<file path="src/rtl/cp0_pkg.sv">
// Shared CP0 constants: register numbers, exception codes and field positions
// of the Status and Cause registers.
package cp0_pkg;

  localparam logic [4:0] REG_BADVADDR = 5'd8;
  localparam logic [4:0] REG_COUNT    = 5'd9;
  localparam logic [4:0] REG_COMPARE  = 5'd11;
  localparam logic [4:0] REG_STATUS   = 5'd12;
  localparam logic [4:0] REG_CAUSE    = 5'd13;
  localparam logic [4:0] REG_EPC      = 5'd14;

  localparam logic [4:0] EXC_INT  = 5'd0;
  localparam logic [4:0] EXC_ADEL = 5'd4;
  localparam logic [4:0] EXC_ADES = 5'd5;
  localparam logic [4:0] EXC_SYS  = 5'd8;
  localparam logic [4:0] EXC_BP   = 5'd9;
  localparam logic [4:0] EXC_RI   = 5'd10;
  localparam logic [4:0] EXC_OV   = 5'd12;

  localparam logic [31:0] STATUS_RESET = 32'h0040_0000;

  localparam int STATUS_IE_BIT  = 0;
  localparam int STATUS_EXL_BIT = 1;
  localparam int STATUS_IM_LO   = 8;
  localparam int STATUS_IM_HI   = 15;
  localparam int STATUS_BEV_BIT = 22;

  localparam int CAUSE_EXC_LO = 2;
  localparam int CAUSE_EXC_HI = 6;
  localparam int CAUSE_IP_LO  = 8;
  localparam int CAUSE_IP_HI  = 15;
  localparam int CAUSE_TI_BIT = 30;
  localparam int CAUSE_BD_BIT = 31;

  // Only address-error exceptions record a faulting address.
  function automatic logic is_addr_exc(input logic [4:0] code);
    return (code == EXC_ADEL) || (code == EXC_ADES);
  endfunction

endpackage

</file>
<file path="src/rtl/cp0_timer.sv">
// CP0 Count/Compare timer: Count advances every COUNT_DIV clocks and TI latches
// on a Count==Compare match until Compare is rewritten.
module cp0_timer #(
  parameter int COUNT_DIV = 2
) (
  input  logic        clk,
  input  logic        reset,
  input  logic        we_count,
  input  logic        we_compare,
  input  logic [31:0] wdata,
  output logic [31:0] count,
  output logic [31:0] compare,
  output logic        ti
);

  logic [31:0] div;
  logic        tick;

  assign tick = (div == 32'(COUNT_DIV - 1));

  // A Count write restarts the prescaler so the new value is held a full period.
  always_ff @(posedge clk) begin
    if (reset) begin
      count   <= '0;
      compare <= '0;
      div     <= '0;
      ti      <= 1'b0;
    end else begin
      if (we_count) begin
        count <= wdata;
        div   <= '0;
      end else begin
        div <= tick ? '0 : div + 32'd1;
        if (tick) count <= count + 32'd1;
      end
      if (we_compare) begin
        compare <= wdata;
        ti      <= 1'b0;
      end else if (count == compare) begin
        ti <= 1'b1;
      end
    end
  end

endmodule

</file>
<file path="src/rtl/cp0_regs.sv">
// CP0 register file and exception responder at the WB stage.
// Define CP0_TIMER_EN to include the Count/Compare timer (cp0_timer).
module cp0_regs
  import cp0_pkg::*;
#(
  parameter logic [31:0] EX_ENTRY  = 32'hBFC0_0380,
  parameter int          COUNT_DIV = 2
) (
  input  logic        clk,
  input  logic        reset,
  input  logic        wb_stall,
  input  logic [31:0] wb_pc,
  input  logic        wb_cp0_ex,
  input  logic [4:0]  wb_cp0_excode,
  input  logic [31:0] wb_cp0_badvaddr,
  input  logic        wb_cp0_bd,
  input  logic        wb_cp0_eret_flush,
  input  logic        wb_cp0_we,
  input  logic [4:0]  wb_cp0_addr,
  input  logic [31:0] wb_cp0_wdata,
  input  logic [5:0]  hw_int,
  output logic [31:0] cp0_rdata,
  output logic        int_flush,
  output logic [31:0] flush_pc,
  output logic        int_pending,
  output logic [31:0] cp0_status,
  output logic [31:0] cp0_cause,
  output logic [31:0] cp0_epc
);

  logic        ex, eret, eret_cmd, we_cmd;
  logic [7:0]  im;
  logic        ie, exl, bd;
  logic [1:0]  ip_sw;
  logic [5:0]  hw_q;
  logic [4:0]  exc_code;
  logic [31:0] epc, badvaddr;
  logic [7:0]  ip;
  logic        ti;

  assign ex       = wb_cp0_ex & ~wb_stall;
  assign eret     = wb_cp0_eret_flush & ~wb_stall;
  assign eret_cmd = eret & ~ex;
  assign we_cmd   = wb_cp0_we & ~wb_stall & ~ex & ~eret;

  assign int_flush   = ex | eret;
  assign flush_pc    = ex ? EX_ENTRY : epc;
  assign ip          = {hw_q[5] | ti, hw_q[4:0], ip_sw};
  assign int_pending = ie & ~exl & (|(ip & im));
  assign cp0_epc     = epc;

`ifdef CP0_TIMER_EN
  logic [31:0] count, compare;

  cp0_timer #(.COUNT_DIV(COUNT_DIV)) u_timer (
    .clk        (clk),
    .reset      (reset),
    .we_count   (we_cmd && (wb_cp0_addr == REG_COUNT)),
    .we_compare (we_cmd && (wb_cp0_addr == REG_COMPARE)),
    .wdata      (wb_cp0_wdata),
    .count      (count),
    .compare    (compare),
    .ti         (ti)
  );
`else
  assign ti = 1'b0;
`endif

  // A nested exception (EXL already set) keeps the original EPC and BD.
  always_ff @(posedge clk) begin
    if (reset) begin
      im       <= STATUS_RESET[STATUS_IM_HI:STATUS_IM_LO];
      ie       <= 1'b0;
      exl      <= 1'b0;
      bd       <= 1'b0;
      ip_sw    <= '0;
      hw_q     <= '0;
      exc_code <= '0;
      epc      <= '0;
      badvaddr <= '0;
    end else begin
      hw_q <= hw_int;
      if (ex) begin
        if (!exl) begin
          epc <= wb_cp0_bd ? wb_pc - 32'd4 : wb_pc;
          bd  <= wb_cp0_bd;
        end
        exl      <= 1'b1;
        exc_code <= wb_cp0_excode;
        if (is_addr_exc(wb_cp0_excode)) badvaddr <= wb_cp0_badvaddr;
      end else if (eret_cmd) begin
        exl <= 1'b0;
      end else if (we_cmd) begin
        case (wb_cp0_addr)
          REG_STATUS: begin
            im  <= wb_cp0_wdata[STATUS_IM_HI:STATUS_IM_LO];
            exl <= wb_cp0_wdata[STATUS_EXL_BIT];
            ie  <= wb_cp0_wdata[STATUS_IE_BIT];
          end
          REG_CAUSE: ip_sw <= wb_cp0_wdata[CAUSE_IP_LO+1:CAUSE_IP_LO];
          REG_EPC:   epc   <= wb_cp0_wdata;
          default:   ;
        endcase
      end
    end
  end

  always_comb begin
    cp0_status                              = '0;
    cp0_status[STATUS_BEV_BIT]              = 1'b1;
    cp0_status[STATUS_IM_HI:STATUS_IM_LO]   = im;
    cp0_status[STATUS_EXL_BIT]              = exl;
    cp0_status[STATUS_IE_BIT]               = ie;
    cp0_cause                               = '0;
    cp0_cause[CAUSE_BD_BIT]                 = bd;
    cp0_cause[CAUSE_TI_BIT]                 = ti;
    cp0_cause[CAUSE_IP_HI:CAUSE_IP_LO]      = ip;
    cp0_cause[CAUSE_EXC_HI:CAUSE_EXC_LO]    = exc_code;
  end

  // mfc0 sees register contents before any same-cycle mtc0.
  always_comb begin
    cp0_rdata = '0;
    case (wb_cp0_addr)
      REG_BADVADDR: cp0_rdata = badvaddr;
`ifdef CP0_TIMER_EN
      REG_COUNT:    cp0_rdata = count;
      REG_COMPARE:  cp0_rdata = compare;
`endif
      REG_STATUS:   cp0_rdata = cp0_status;
      REG_CAUSE:    cp0_rdata = cp0_cause;
      REG_EPC:      cp0_rdata = epc;
      default:      cp0_rdata = '0;
    endcase
  end

endmodule

</file>
<file path="config.mk">
export PLATFORM = sky130hd
export DESIGN_NAME = cp0_regs
export DESIGN_NICKNAME = d
export VERILOG_FILES = /design/src/rtl/cp0_pkg.sv /design/src/rtl/cp0_timer.sv /design/src/rtl/cp0_regs.sv
export SDC_FILE = /design/constraint.sdc
export NUM_CORES = 1
export LEC_CHECK = 0
export ABC_CLOCK_PERIOD_IN_PS = 4480
export CORE_AREA = 2 2 110 112
export CTS_CLUSTER_SIZE = 40
export DETAILED_ROUTE_END_ITERATION = 10
export DIE_AREA = 0 0 112 114
export DONT_BUFFER_PORTS = 1
export SETUP_SLACK_MARGIN = 0.4
export SLEW_MARGIN = 5
export SYNTH_ARGS = -nofsm -noshare
export SYNTH_HDL_FRONTEND = slang
export SYNTH_SLANG_ARGS = --single-unit
export TNS_END_PERCENT = 20
</file>
<file path="constraint.sdc">
create_clock -name clk -period 4.48 [get_ports clk]
set_input_delay 0.896 -clock clk [delete_from_list [all_inputs] [get_ports clk]]
set_output_delay 0.896 -clock clk [all_outputs]
set_load 0.03 [all_outputs]
</file>
## Yosys cells after proc, flatten, opt, wreduce, memory -nomap -nowiden

Index checks and enable logic that the tools add are counted.

| cells by class | value |
|---|---|
| $add $sub $neg | 1 |
| eq/ne operators | 8 |
| mux-type cells | 12 |
| bitwise logic cells | 15 |
| reductions and logical operators | 12 |

Operator list:

| operator | number |
|---|---|
| two-way mux 32 bit | 7 |
| case mux 32 bit (4 select lines) | 1 |
| subtractor 32 x 3 -> 32 bit (second input constant) | 1 |
| equality test 5 x 4 -> 1 bit (second input constant) | 4 |
| AND reduction 4 bit | 3 |
| equality test 5 x 3 -> 1 bit (second input constant) | 2 |
| AND 1 bit | 8 |
| AND 8 bit | 1 |
| OR reduction 8 bit | 1 |
| AND reduction 2 bit | 3 |
| nonzero test 3 bit | 2 |
| inverter 1 bit | 5 |
| two-way mux 1 bit | 4 |
| inequality test 2 bit (second input constant) | 2 |
| nonzero test 2 bit | 2 |
| logical OR 1 bit | 1 |
| OR 1 bit | 1 |

| storage, ports and cells | value |
|---|---|
| register bits after elaboration | 88 |
| output and inout bits | 162 |

## Logic depth before layout (Yosys ltp)

| logic depth | value |
|---|---|
| depth in word-level cells | 8 |
| mapped depth | 9 |
| depth with buffers taken out | 7 |

## Least setup slack after synthesis

No wires, ideal clock.

| path | value |
|---|---|
| path kind | input -> output |
| start | input port wb_cp0_addr[2] |
| end | output port cp0_rdata[22] |
| arrival time | 2.601 ns |
| data required time | 3.584 ns |
| setup slack | 0.983 ns |
| stages on the path | 9 |
| path buffers | 5 |
| cell sequence | clkbuf_1 -> and3b_1 -> clkbuf_1 -> and2_0 -> clkbuf_1 -> buf_2 -> buf_1 -> nand2_1 -> o21ai_0 |

| on the way | value |
|---|---|
| cells in the longest elaborated chain, start to end | 2 |
| elaborated cells on any way between the ends | 5 |
| classes of those cells | 4 x eq/ne; 1 x mux |

RTL lines:

| what | RTL line | RTL |
|---|---|---|
| from (decl) | cp0_regs.sv:19 | `input logic [4:0] wb_cp0_addr,` |
| equality test 5 x 4 -> 1 bit | cp0_regs.sv:124 | `case (wb_cp0_addr)` |
| case mux 32 bit (4 select lines) * | cp0_regs.sv:124 |  |
| to (decl) | cp0_regs.sv:22 | `output logic [31:0] cp0_rdata,` |

Mark *: on every way between the ends. The rest lies on a longest branch, timed or not.

## Worst setup path after layout

| path | value |
|---|---|
| start | input port wb_cp0_addr[1] |
| end | output port cp0_rdata[10] |

The elaborated chain is that of the path after synthesis.

==> key figures <==
Global routing
  • Vias in the first global route: 4489
  • Largest net degree at the start of global routing: 89
  • GRT overflow: 0
  • First-pass GRT wire length: 26.3 mm
  • Initial antenna violation count: 0
  • GRT Resource Usage Total: 27.0%

Setup path
  • Crit path from: wb_cp0_addr[1]
  • CP max FO: 19
  • Worst EP required: 3580 ps
  • Setup crit start kind: input port
  • CP max-delay cell: and2_1
  • Crit Reg-Reg Startpoint: exl
  • CP max stage delay: 710 ps
  • Crit end category: output pin
  • Worst path cell trace: nor2b_1 > and2_1 > buf_4 > a22o_1 > a221o_1
  • Worst Setup Path Type: input port to output pin
  • Arrival @ worst endpoint: ~2700 ps

Placement
  • Dpl ws: 865 ps
  • HPWL Detailed: 13.2 mm
  • Placed insts: 776
  • I/O Buffers: 0
  • Final GP Congestion: 0.845

Synthesis
  • Post-synth EDFFs: 0
  • Synth area leaders: dfxtp_1, nand2_1, buf_4
  • Most used DFF post-synth: dfxtp_1
  • Yosys warns: 0
  • Distinct cells, synth: 57
  • Synthesized area: 5150 um^2
  • Async SR Flop Fraction: 0%
  • Seq/Total Area, Yosys: around a third
  • Dominant cell type by area after synthesis: dfxtp_1
  • Syn_area_per_cell: between 7 and 8 um^2
  • Post-synth top area share: roughly 34%
  • Mapped Cells: roughly 670
  • Synth Register Bits: 88

Clocking
  • Reg clk slew, reported paths: 60 ps
  • Clock buffer depth: 2
  • TritonCTS clock tree: done
  • Root Buffer: clkbuf_16
  • TritonCTS Buffers: 9
  • CTS sink count: 88
  • Worst-skew pair later-pin latency: 340 ps
  • Setup Buffers After CTS: 0
  • H-tree level count: 3
  • Hold buffer count at cts: 0
  • Number of gates resized after cts: 0

Power and ir drop
  • Worst vdd ir: between 0.2 and 0.25 mV
  • Static leakage: about 1.9 nW
  • Cell area power density: between 300 and 400 nW/um^2

Floorplan
  • Initial Util: 44.0%
  • Core Region: 11700 um^2
  • Die extent in x: 112 um
  • Die area: 12800 um^2
  • # IOs: approximately 280
  • # rows: 40
  • Die height: 114 um

Timing
  • Slew margin rel.: 24.3%
  • Final Skew: 8.98 ps
  • Slew Limit Fails: 0
  • Worst Tran Pin Value: 1130 ps
  • Max Clk Rate: roughly 280 MHz
  • RSZ-0062 raised after global routing: false
  • Final Setup Violations: 0
  • Hold slack: 456 ps
  • Fin crit share: between 80 and 90%
  • Final WS setup: 862 ps
  • Setup TNS: 0 ps
  • Final hold violation count: 0
  • Min cycle time layout: approximately 3600 ps

Min path
  • Worst hold start: badvaddr[1]
  • Worst hold path class: flop to flop

Final layout
  • Most common cell after layout, fill and taps aside: nand2_1
  • Fill count: ~1200
  • Layout cell share with drive strength beyond 1: 6.38%
  • Area of the multi-input gates: approximately 3000 um^2
  • Area grow syn2layout: 3.57%
  • Commonest non-fill, non-tap cells in the layout: nand2_1, dfxtp_1, a21oi_1, conb_1, nor2_1
  • FF/Latch Area: 1760 um^2
  • N_diodes: 0
  • Post-layout nets: between 700 and 800
  • Fin cells: 790

Detailed routing
  • DR DRC count: 0
  • Vias per cell: between 6 and 7
  • WL per Instance: between 20 and 25 um
  • Post-Route WL: approximately 18 mm
  • 1st-iter DRT viols: 274
  • Post-route ant nets: 0
  • Pre-Repair DR Iteration Count: 5
  • Via count: between 4000 and 5000

Status
  • Status: finished, final reports clean

Flow run
  • Max-Cap Viols: 0
## flip-flops by register name, summed over array words and instances (netlist names)
signal / count
bd: 1
im: 8
badvaddr: 32
ie: 1
exc_code: 5
ip_sw: 2
cp0_epc: 32
hw_q: 6
exl: 1
## worst max-delay path: cells and delay by family
| kind | cells | cell delay, ps |
|---|---|---|
| and+or+nand+nor | 2 | 990 |
| AOI/OAI and AO/OA | 2 | 470 |
| buffers and inverters | 1 | 360 |
## routing by layer
metal  part of all wire [%]  global-route usage [%]  up-vias
met5                      0                       0        -
met4                    2.9                    10.3        0
met3                    8.9                    8.40       35
met2                     51                    48.4      264
met1                     38                    30.2     2299
li1                       -                       -     2219
## cells by family (layout without fill, tap and decap cells)
family | count (synthesis) | count (layout) | synth area share, %
buf+inv | 99 | 32 | 10.6
xor+xnor | 22 | 22 | 3.74
flops | 88 | 88 | 34.2
fa+ha+maj | 1 | 1 | 0.243
other cells | 2 | 40 | 0.146
simple gates | 285 | 285 | 27.8
compound gates | 167 | 167 | 21.7
mux | 8 | 8 | 1.55
## through the flow
step	total power, mW	utilization [%]	area, um^2
floorplan	1.13	-	5300
global route	1.87	45.6	5340
CTS	1.82	45.6	5340
finish	1.80	45.6	5340
detailed placement	1.14	43.4	5080
global placement	1.14	43.4	5080
## path summary, 6_finish.rpt
check	to	slack, ps	cells past startpoint
setup / recovery	cp0_rdata[10]	860	5
setup reg to reg	cp0_epc[18]	2520	5
hold reg to reg	badvaddr[1]	460	2
hold / removal	badvaddr[1]	460	2
## power by group
part	internal [mW]	leakage [nW]	switching (mW)
logic	0.0606	1.05	0.169
clock network	0.385	0.126	0.289
registers	0.808	0.716	0.0850
total	1.25	1.89	0.543
## area by class of cell
type                            count  area share [%]
Timing Repair Buffer               12            1.69
Tap cell                          147            3.45
Multi-Input combinational cell    523            56.7
Clock inverter                      1          0.0938
Inverter                            6           0.422
Clock buffer                       13            4.69
Sequential cell                    88            33.0
## cells in the mapped netlist, types with 3 or more instances
cell type and count:
a211o_1 3, a211oi_1 4, a21oi_1 65, a221o_1 8
a221oi_1 4, a22o_1 24, a22oi_1 8, a311oi_1 7
a31oi_1 8, and2_1 21, buf_1 5, buf_4 44
clkbuf_1 42, dfxtp_1 88, inv_1 6, mux2i_1 8
nand2_1 128, nand2b_1 13, nand3_1 18, nor2_1 34
nor2b_1 9, nor3_1 14, nor4_1 8, nor4b_1 5
o211ai_1 5, o21ai_0 18, o31ai_1 3, or3_1 13
xnor2_1 16, xor2_1 6
Power figures use the tool's default switching activity.
